`src/rtl/mips_fetch_pkg.sv`:
```
// rtl/mips_fetch_pkg.sv - shared types and sizing helpers for the fetch stage
package mips_fetch_pkg;

    typedef struct packed {
        logic [31:0] pc;
        logic [31:0] instr;
    } fetch_entry_t;

    localparam logic [31:0] PC_INCR = 32'd4;

    // Counters must hold the value QDEPTH itself, hence one bit beyond the index width.
    function automatic int cnt_width(input int depth);
        return $clog2(depth) + 1;
    endfunction

endpackage

```
`src/rtl/fetch_queue.sv`:
```
// rtl/fetch_queue.sv - in-order queue of fetched {pc, instr} entries with flush
module fetch_queue
    import mips_fetch_pkg::*;
#(
    parameter int QDEPTH = 2,
    localparam int CW = cnt_width(QDEPTH)
) (
    input  logic          clk,
    input  logic          resetN,
    input  logic          push,
    input  logic          pop,
    input  logic          flush,
    input  fetch_entry_t  din,
    output fetch_entry_t  dout,
    output logic          empty,
    output logic          full,
    output logic [CW-1:0] count
);
    localparam int AW = $clog2(QDEPTH);

    fetch_entry_t  mem [QDEPTH];
    logic [AW-1:0] rd_ptr;
    logic [AW-1:0] wr_ptr;

    assign empty = (count == '0);
    assign full  = (count == CW'(QDEPTH));
    assign dout  = empty ? '0 : mem[rd_ptr];

    always_ff @(posedge clk or negedge resetN) begin
        if (!resetN) begin
            rd_ptr <= '0;
            wr_ptr <= '0;
            count  <= '0;
        end else if (flush) begin
            rd_ptr <= '0;
            wr_ptr <= '0;
            count  <= '0;
        end else begin
            if (push) wr_ptr <= wr_ptr + 1'b1;
            if (pop)  rd_ptr <= rd_ptr + 1'b1;
            if (push && !pop)
                count <= count + 1'b1;
            else if (pop && !push)
                count <= count - 1'b1;
        end
    end

    // Storage needs no reset: dout is masked while the queue is empty.
    always_ff @(posedge clk) begin
        if (push && !flush) mem[wr_ptr] <= din;
    end

endmodule

```
`src/rtl/fetch_unit.sv`:
```
// rtl/fetch_unit.sv - decoupled instruction fetch with credit-based issue and redirect flush
module fetch_unit
    import mips_fetch_pkg::*;
#(
    parameter int          QDEPTH   = 2,
    parameter logic [31:0] RESET_PC = 32'h0000_0000
) (
    input  logic        clk,
    input  logic        resetN,
    output logic        imem_req_valid,
    output logic [31:0] imem_req_addr,
    input  logic        imem_req_ready,
    input  logic        imem_rsp_valid,
    input  logic [31:0] imem_rsp_data,
    input  logic        redirect_valid,
    input  logic [31:0] redirect_pc,
    output logic        inst_valid,
    output logic [31:0] inst_data,
    output logic [31:0] inst_pc,
    input  logic        inst_ready
);
    localparam int          CW      = cnt_width(QDEPTH);
    localparam logic [CW:0] CREDITS = (CW + 1)'(QDEPTH);

    logic [31:0]   fetch_pc;
    logic [31:0]   rsp_pc;
    logic [31:0]   redirect_base;
    logic [CW-1:0] outstanding;
    logic [CW-1:0] discard;
    logic [CW-1:0] q_count;
    logic          active;
    logic          req_fire;
    logic          q_push;
    logic          q_pop;
    logic          q_full;
    logic          q_empty;
    fetch_entry_t  q_din;
    fetch_entry_t  q_dout;

    assign redirect_base = {redirect_pc[31:2], 2'b00};

    // A slot is reserved for every in-flight request, so a returning word can never overflow the queue.
    assign imem_req_valid = active && !redirect_valid &&
                            (({1'b0, q_count} + {1'b0, outstanding}) < CREDITS);
    assign imem_req_addr  = fetch_pc;
    assign req_fire       = imem_req_valid && imem_req_ready;

    assign q_push     = imem_rsp_valid && (discard == '0) && !redirect_valid;
    assign q_din      = '{pc: rsp_pc, instr: imem_rsp_data};
    assign inst_valid = !q_empty && !redirect_valid;
    assign q_pop      = inst_valid && inst_ready;
    assign inst_data  = q_dout.instr;
    assign inst_pc    = q_dout.pc;

    fetch_queue #(.QDEPTH(QDEPTH)) u_queue (
        .clk    (clk),
        .resetN (resetN),
        .push   (q_push),
        .pop    (q_pop),
        .flush  (redirect_valid),
        .din    (q_din),
        .dout   (q_dout),
        .empty  (q_empty),
        .full   (q_full),
        .count  (q_count)
    );

    always_ff @(posedge clk or negedge resetN) begin
        if (!resetN) begin
            active      <= 1'b0;
            fetch_pc    <= RESET_PC;
            rsp_pc      <= RESET_PC;
            outstanding <= '0;
            discard     <= '0;
        end else begin
            active      <= 1'b1;
            outstanding <= outstanding + CW'(req_fire) - CW'(imem_rsp_valid);
            if (redirect_valid) begin
                // Every request still in flight after this cycle returns a stale word.
                fetch_pc <= redirect_base;
                rsp_pc   <= redirect_base;
                discard  <= outstanding - CW'(imem_rsp_valid);
            end else begin
                if (req_fire) fetch_pc <= fetch_pc + PC_INCR;
                if (q_push)   rsp_pc   <= rsp_pc + PC_INCR;
                if (imem_rsp_valid && (discard != '0)) discard <= discard - 1'b1;
            end
        end
    end

endmodule

```
`config.mk`:
```
export PLATFORM = sky130hd
export DESIGN_NAME = fetch_unit
export DESIGN_NICKNAME = d
export VERILOG_FILES = /design/src/rtl/mips_fetch_pkg.sv /design/src/rtl/fetch_queue.sv /design/src/rtl/fetch_unit.sv
export SDC_FILE = /design/constraint.sdc
export NUM_CORES = 1
export LEC_CHECK = 0
export ABC_AREA = 1
export BUFFER_PORTS_ARGS = -buffer_cell sky130_fd_sc_hd__buf_2
export CORE_MARGIN = 2
export CORE_UTILIZATION = 39
export CTS_CLUSTER_DIAMETER = 200
export DETAILED_ROUTE_END_ITERATION = 16
export PLACE_DENSITY = 0.6
export SKIP_CTS_REPAIR_TIMING = 1
export SYNTH_ARGS = -nofsm -noshare
export SYNTH_HDL_FRONTEND = slang
export SYNTH_SLANG_ARGS = --single-unit
```
`constraint.sdc`:
```
create_clock -name clk -period 10.8 [get_ports clk]
set_input_delay 1.62 -clock clk [delete_from_list [all_inputs] [get_ports clk]]
set_output_delay 1.62 -clock clk [all_outputs]
set_load 0.005 [all_outputs]
```
==> results.toml <==
[run_status]
outcome = "finished, final reports clean"

[logic_synthesis]
share_of_the_synthesized_netlist_area_taken_by_xor_and_xnor_gates = 0.0215
synth-simple-area-share = 0.246
average_cell_area_after_synthesis_um2 = 9.06
ys_ff_latch = 193
synth_fa_ha_area_frac = 0.0101
ys_seq_area_frac = 0.582
synth.mux.area_fraction = 0
synth.yosys.warnings = 0
synth_top_family_by_area = "simple AND/OR/NAND/NOR gates"
synth_compound_gate_area_share = 0.0809
synthesis.area_um2 = 9370
synth_enable_flop_cells = 124
netlist-cell-type-count = 37
synth_async_sr_flop_share = 0.358
postSynth.topFlopCell = "sky130_fd_sc_hd__edfxtp_1"
synth_cells = 1034

[pwr]
power.density_nw_per_um2 = 204
max-vdd-ir-drop_mv = 0.106
post_layout_total_power_mw = 2.26
cellLeakagePower_nw = 4.82

[floorplan]
chipHeight_um = 159
coreArea_um2 = 23500
die_area_um2 = 25300
initial_utilization = 0.398
std_cell_rows = 56
x_dimension_of_the_die_um = 159
boundaryPins = 168

[placement]
post-place-ws_ns = 5.94
dpl.cell_count = 1487
placement.io_buffers = 161
placed_cell_area_um2 = 10500
routabilityCongestion = 0.890
dp_hpwl_um = 16400

[global_route]
globalRouteMet3Util = 0.0372
globalRoute.totalOverflow = 0
grt_start_max_net_pins = 70
vias_in_the_first_global_route = 6985
grt.busiest_layer = "met2"
antenna_violations_before_repair = 0
grt_use_total = 0.191
grt_util_met1 = 0.281
grt_first_pass_wirelength_um = 37900
grt_use_met2 = 0.289

[setup_path]
kind_of_capture_point_of_the_worst_setup_path = "flip-flop"
critPathLaunchType = "primary input"
setup.worst_path.class = "primary input to flip-flop"
slowest_delay_ns = 0.66
worstPathArrival_ns = 4.74
timing.critical_path.cells = "buf_2 -> buf_4 -> inv_2 -> nand3_2 -> nor2_4 -> inv_2 -> nand2_1 -> inv_1 -> nand2_1 -> o211ai_1"
critical-path-slowest-cell = "sky130_fd_sc_hd__nand2_1"
path_max_fanout = 40
worst_ep_required_time_ns = 11.10

[cells_and_area]
instances_no_fill = 1519
final_area_um2 = 11100
insertedDiodeCount = 0
final_core_utilization = 0.471
synthToLayoutAreaGrowth_pct = 18.3
layout-drive-gt1-share = 0.197
num-nets-final = 1264
n_fill_cell = 2264

[sta]
finClkSkew_ns = 0.0154
setup-tns-final_ns = 0
post-route-period-util = 0.411
grt_setup_unrepaired = "no"
finalMaxSlewViolations = 0
worst_slew_pin_slew_ns = 0.972
timing.final.hold_violations = 0
achievable-frequency_mhz = 225
fin_ws_ns = 6.36
post-route-min-period_ns = 4.44
final.hold.worst_slack_ns = 0.515
slew-limit-headroom = 0.352
final-setup-viol-count = 0

[flow_run]
cap_viol_max_count = 0

[min_path]
worstHoldPathType = "flip-flop to flip-flop"

[clocking]
ctsHtreeMaxLevel = 4
cts.reportedPaths.clkPinSlew_ns = 0.08
cts_sinks = 193
tritoncts = "done"
clk_latency_ns = 0.44
cts_root_buf = "sky130_fd_sc_hd__clkbuf_16"
tritoncts.num_buffers = 17
clock_path_buffers = 2

[routing]
route.detailed.drc = 0
detailedRoute.firstPassIterationCount = 4
drt-total-wl_um = 23900
drtIter0Drc = 582
final_antenna_net_count = 0
drt-vias-per-instance = 4.94
detail_route.wl_per_cell_um = 15.7
routed-via-count = 7500
## critical path: cells and delay by family
kind | cells | cell delay [ns]
AO/OA/AOI/OAI | 1 | 0.11
AND/OR/NAND/NOR | 4 | 1.50
buffers and inverters | 5 | 1.47
## area by class of cell
cell class / count / area, um2 / share of cell area
inverters: 101 / 379 / 0.0342
multi-input cells: 704 / 3400 / 0.306
clock buffers: 18 / 429 / 0.0387
clock inverters: 14 / 156 / 0.0141
flip-flops and latches: 193 / 5450 / 0.492
well taps: 319 / 399 / 0.0360
repair buffers: 170 / 873 / 0.0788
## where the power goes
part | leakage, nW | total [mW] | switching (mW) | internal, mW
clock network | 0.283 | 0.621 | 0.309 | 0.311
logic | 2.58 | 0.634 | 0.399 | 0.235
registers | 1.96 | 1.01 | 0.114 | 0.893
total | 4.82 | 2.26 | 0.822 | 1.44
## layer usage
metal	vias up	wire length, um
met1	3486	11400
met3	21	1610
li1	3721	-
met2	272	10500
met5	-	0
met4	0	344
## cells in the final DEF (no fill, tap or decap), types with 7 or more instances in the layout
master                      instances
sky130_fd_sc_hd__xnor2_1            8
sky130_fd_sc_hd__dfrtp_1           68
sky130_fd_sc_hd__nor2_1            61
sky130_fd_sc_hd__o21ai_1           12
sky130_fd_sc_hd__o21ai_0           25
sky130_fd_sc_hd__inv_2              7
sky130_fd_sc_hd__buf_4              9
sky130_fd_sc_hd__inv_1             94
sky130_fd_sc_hd__nand4_1           17
sky130_fd_sc_hd__o211ai_1           8
sky130_fd_sc_hd__clkbuf_16         17
sky130_fd_sc_hd__xor2_1            15
sky130_fd_sc_hd__o21bai_1           9
sky130_fd_sc_hd__edfxtp_1         124
sky130_fd_sc_hd__buf_2            161
sky130_fd_sc_hd__nand3_1           68
sky130_fd_sc_hd__nor3_1             9
sky130_fd_sc_hd__a21oi_1           76
sky130_fd_sc_hd__nand2_1          346
sky130_fd_sc_hd__nor2_4             8
## flip-flops by register name, indices dropped and copies added, names as in the netlist
name            count
active              1
u_queue.mem       124
imem_req_addr      30
rsp_pc             30
discard             2
u_queue.rd_ptr      1
u_queue.count       2
outstanding         2
u_queue.wr_ptr      1
## cells in the mapped netlist, types with 9 or more instances
library cell / count / share of area
sky130_fd_sc_hd__clkbuf_1: 25 / 0.010
sky130_fd_sc_hd__o21bai_1: 9 / 0.0072
sky130_fd_sc_hd__a21oi_1: 76 / 0.041
sky130_fd_sc_hd__o21ai_1: 12 / 0.0064
sky130_fd_sc_hd__dfrtp_1: 69 / 0.18
sky130_fd_sc_hd__xor2_1: 15 / 0.014
sky130_fd_sc_hd__nor3_1: 9 / 0.0048
sky130_fd_sc_hd__inv_1: 94 / 0.038
sky130_fd_sc_hd__nor2_1: 63 / 0.025
sky130_fd_sc_hd__nand4_1: 17 / 0.011
sky130_fd_sc_hd__nand3_1: 68 / 0.036
sky130_fd_sc_hd__nand2_1: 346 / 0.14
sky130_fd_sc_hd__o21ai_0: 25 / 0.013
sky130_fd_sc_hd__edfxtp_1: 124 / 0.40
## final timing paths
| kind | start | endpoint | slack (ns) | depth (start not counted) |
|---|---|---|---|---|
| max | redirect_valid | imem_req_addr[8]$_DFFE_PN0P_ | 6.36 | 10 |
| min | rsp_pc[31]$_DFFE_PN0N_ | u_queue.mem[1][63]$_DFFE_PP_ | 0.51 | 0 |
| max reg2reg | u_queue.count[0]$_DFFE_PN0P_ | imem_req_addr[8]$_DFFE_PN0P_ | 7.08 | 11 |
| min reg2reg | rsp_pc[31]$_DFFE_PN0N_ | u_queue.mem[1][63]$_DFFE_PP_ | 0.51 | 0 |
| max in group asynchronous | resetN | u_queue.rd_ptr$_DFFE_PN0P_ | 8.69 | 2 |
| min in group asynchronous | resetN | imem_req_addr[27]$_DFFE_PN0P_ | 1.42 | 2 |
## cells by family (layout without fill, tap and decap cells)
| kind of cell | count (synthesis) | after routing |
|---|---|---|
| AO/OA/AOI/OAI | 138 | 138 |
| buffers and inverters | 140 | 303 |
| XOR/XNOR | 23 | 23 |
| other | 2 | 5 |
| AND/OR/NAND/NOR | 531 | 531 |
| flip-flops | 193 | 193 |
| adder cells (fa/ha/maj) | 7 | 7 |
Note: power is estimated with default switching activity, not from simulation.
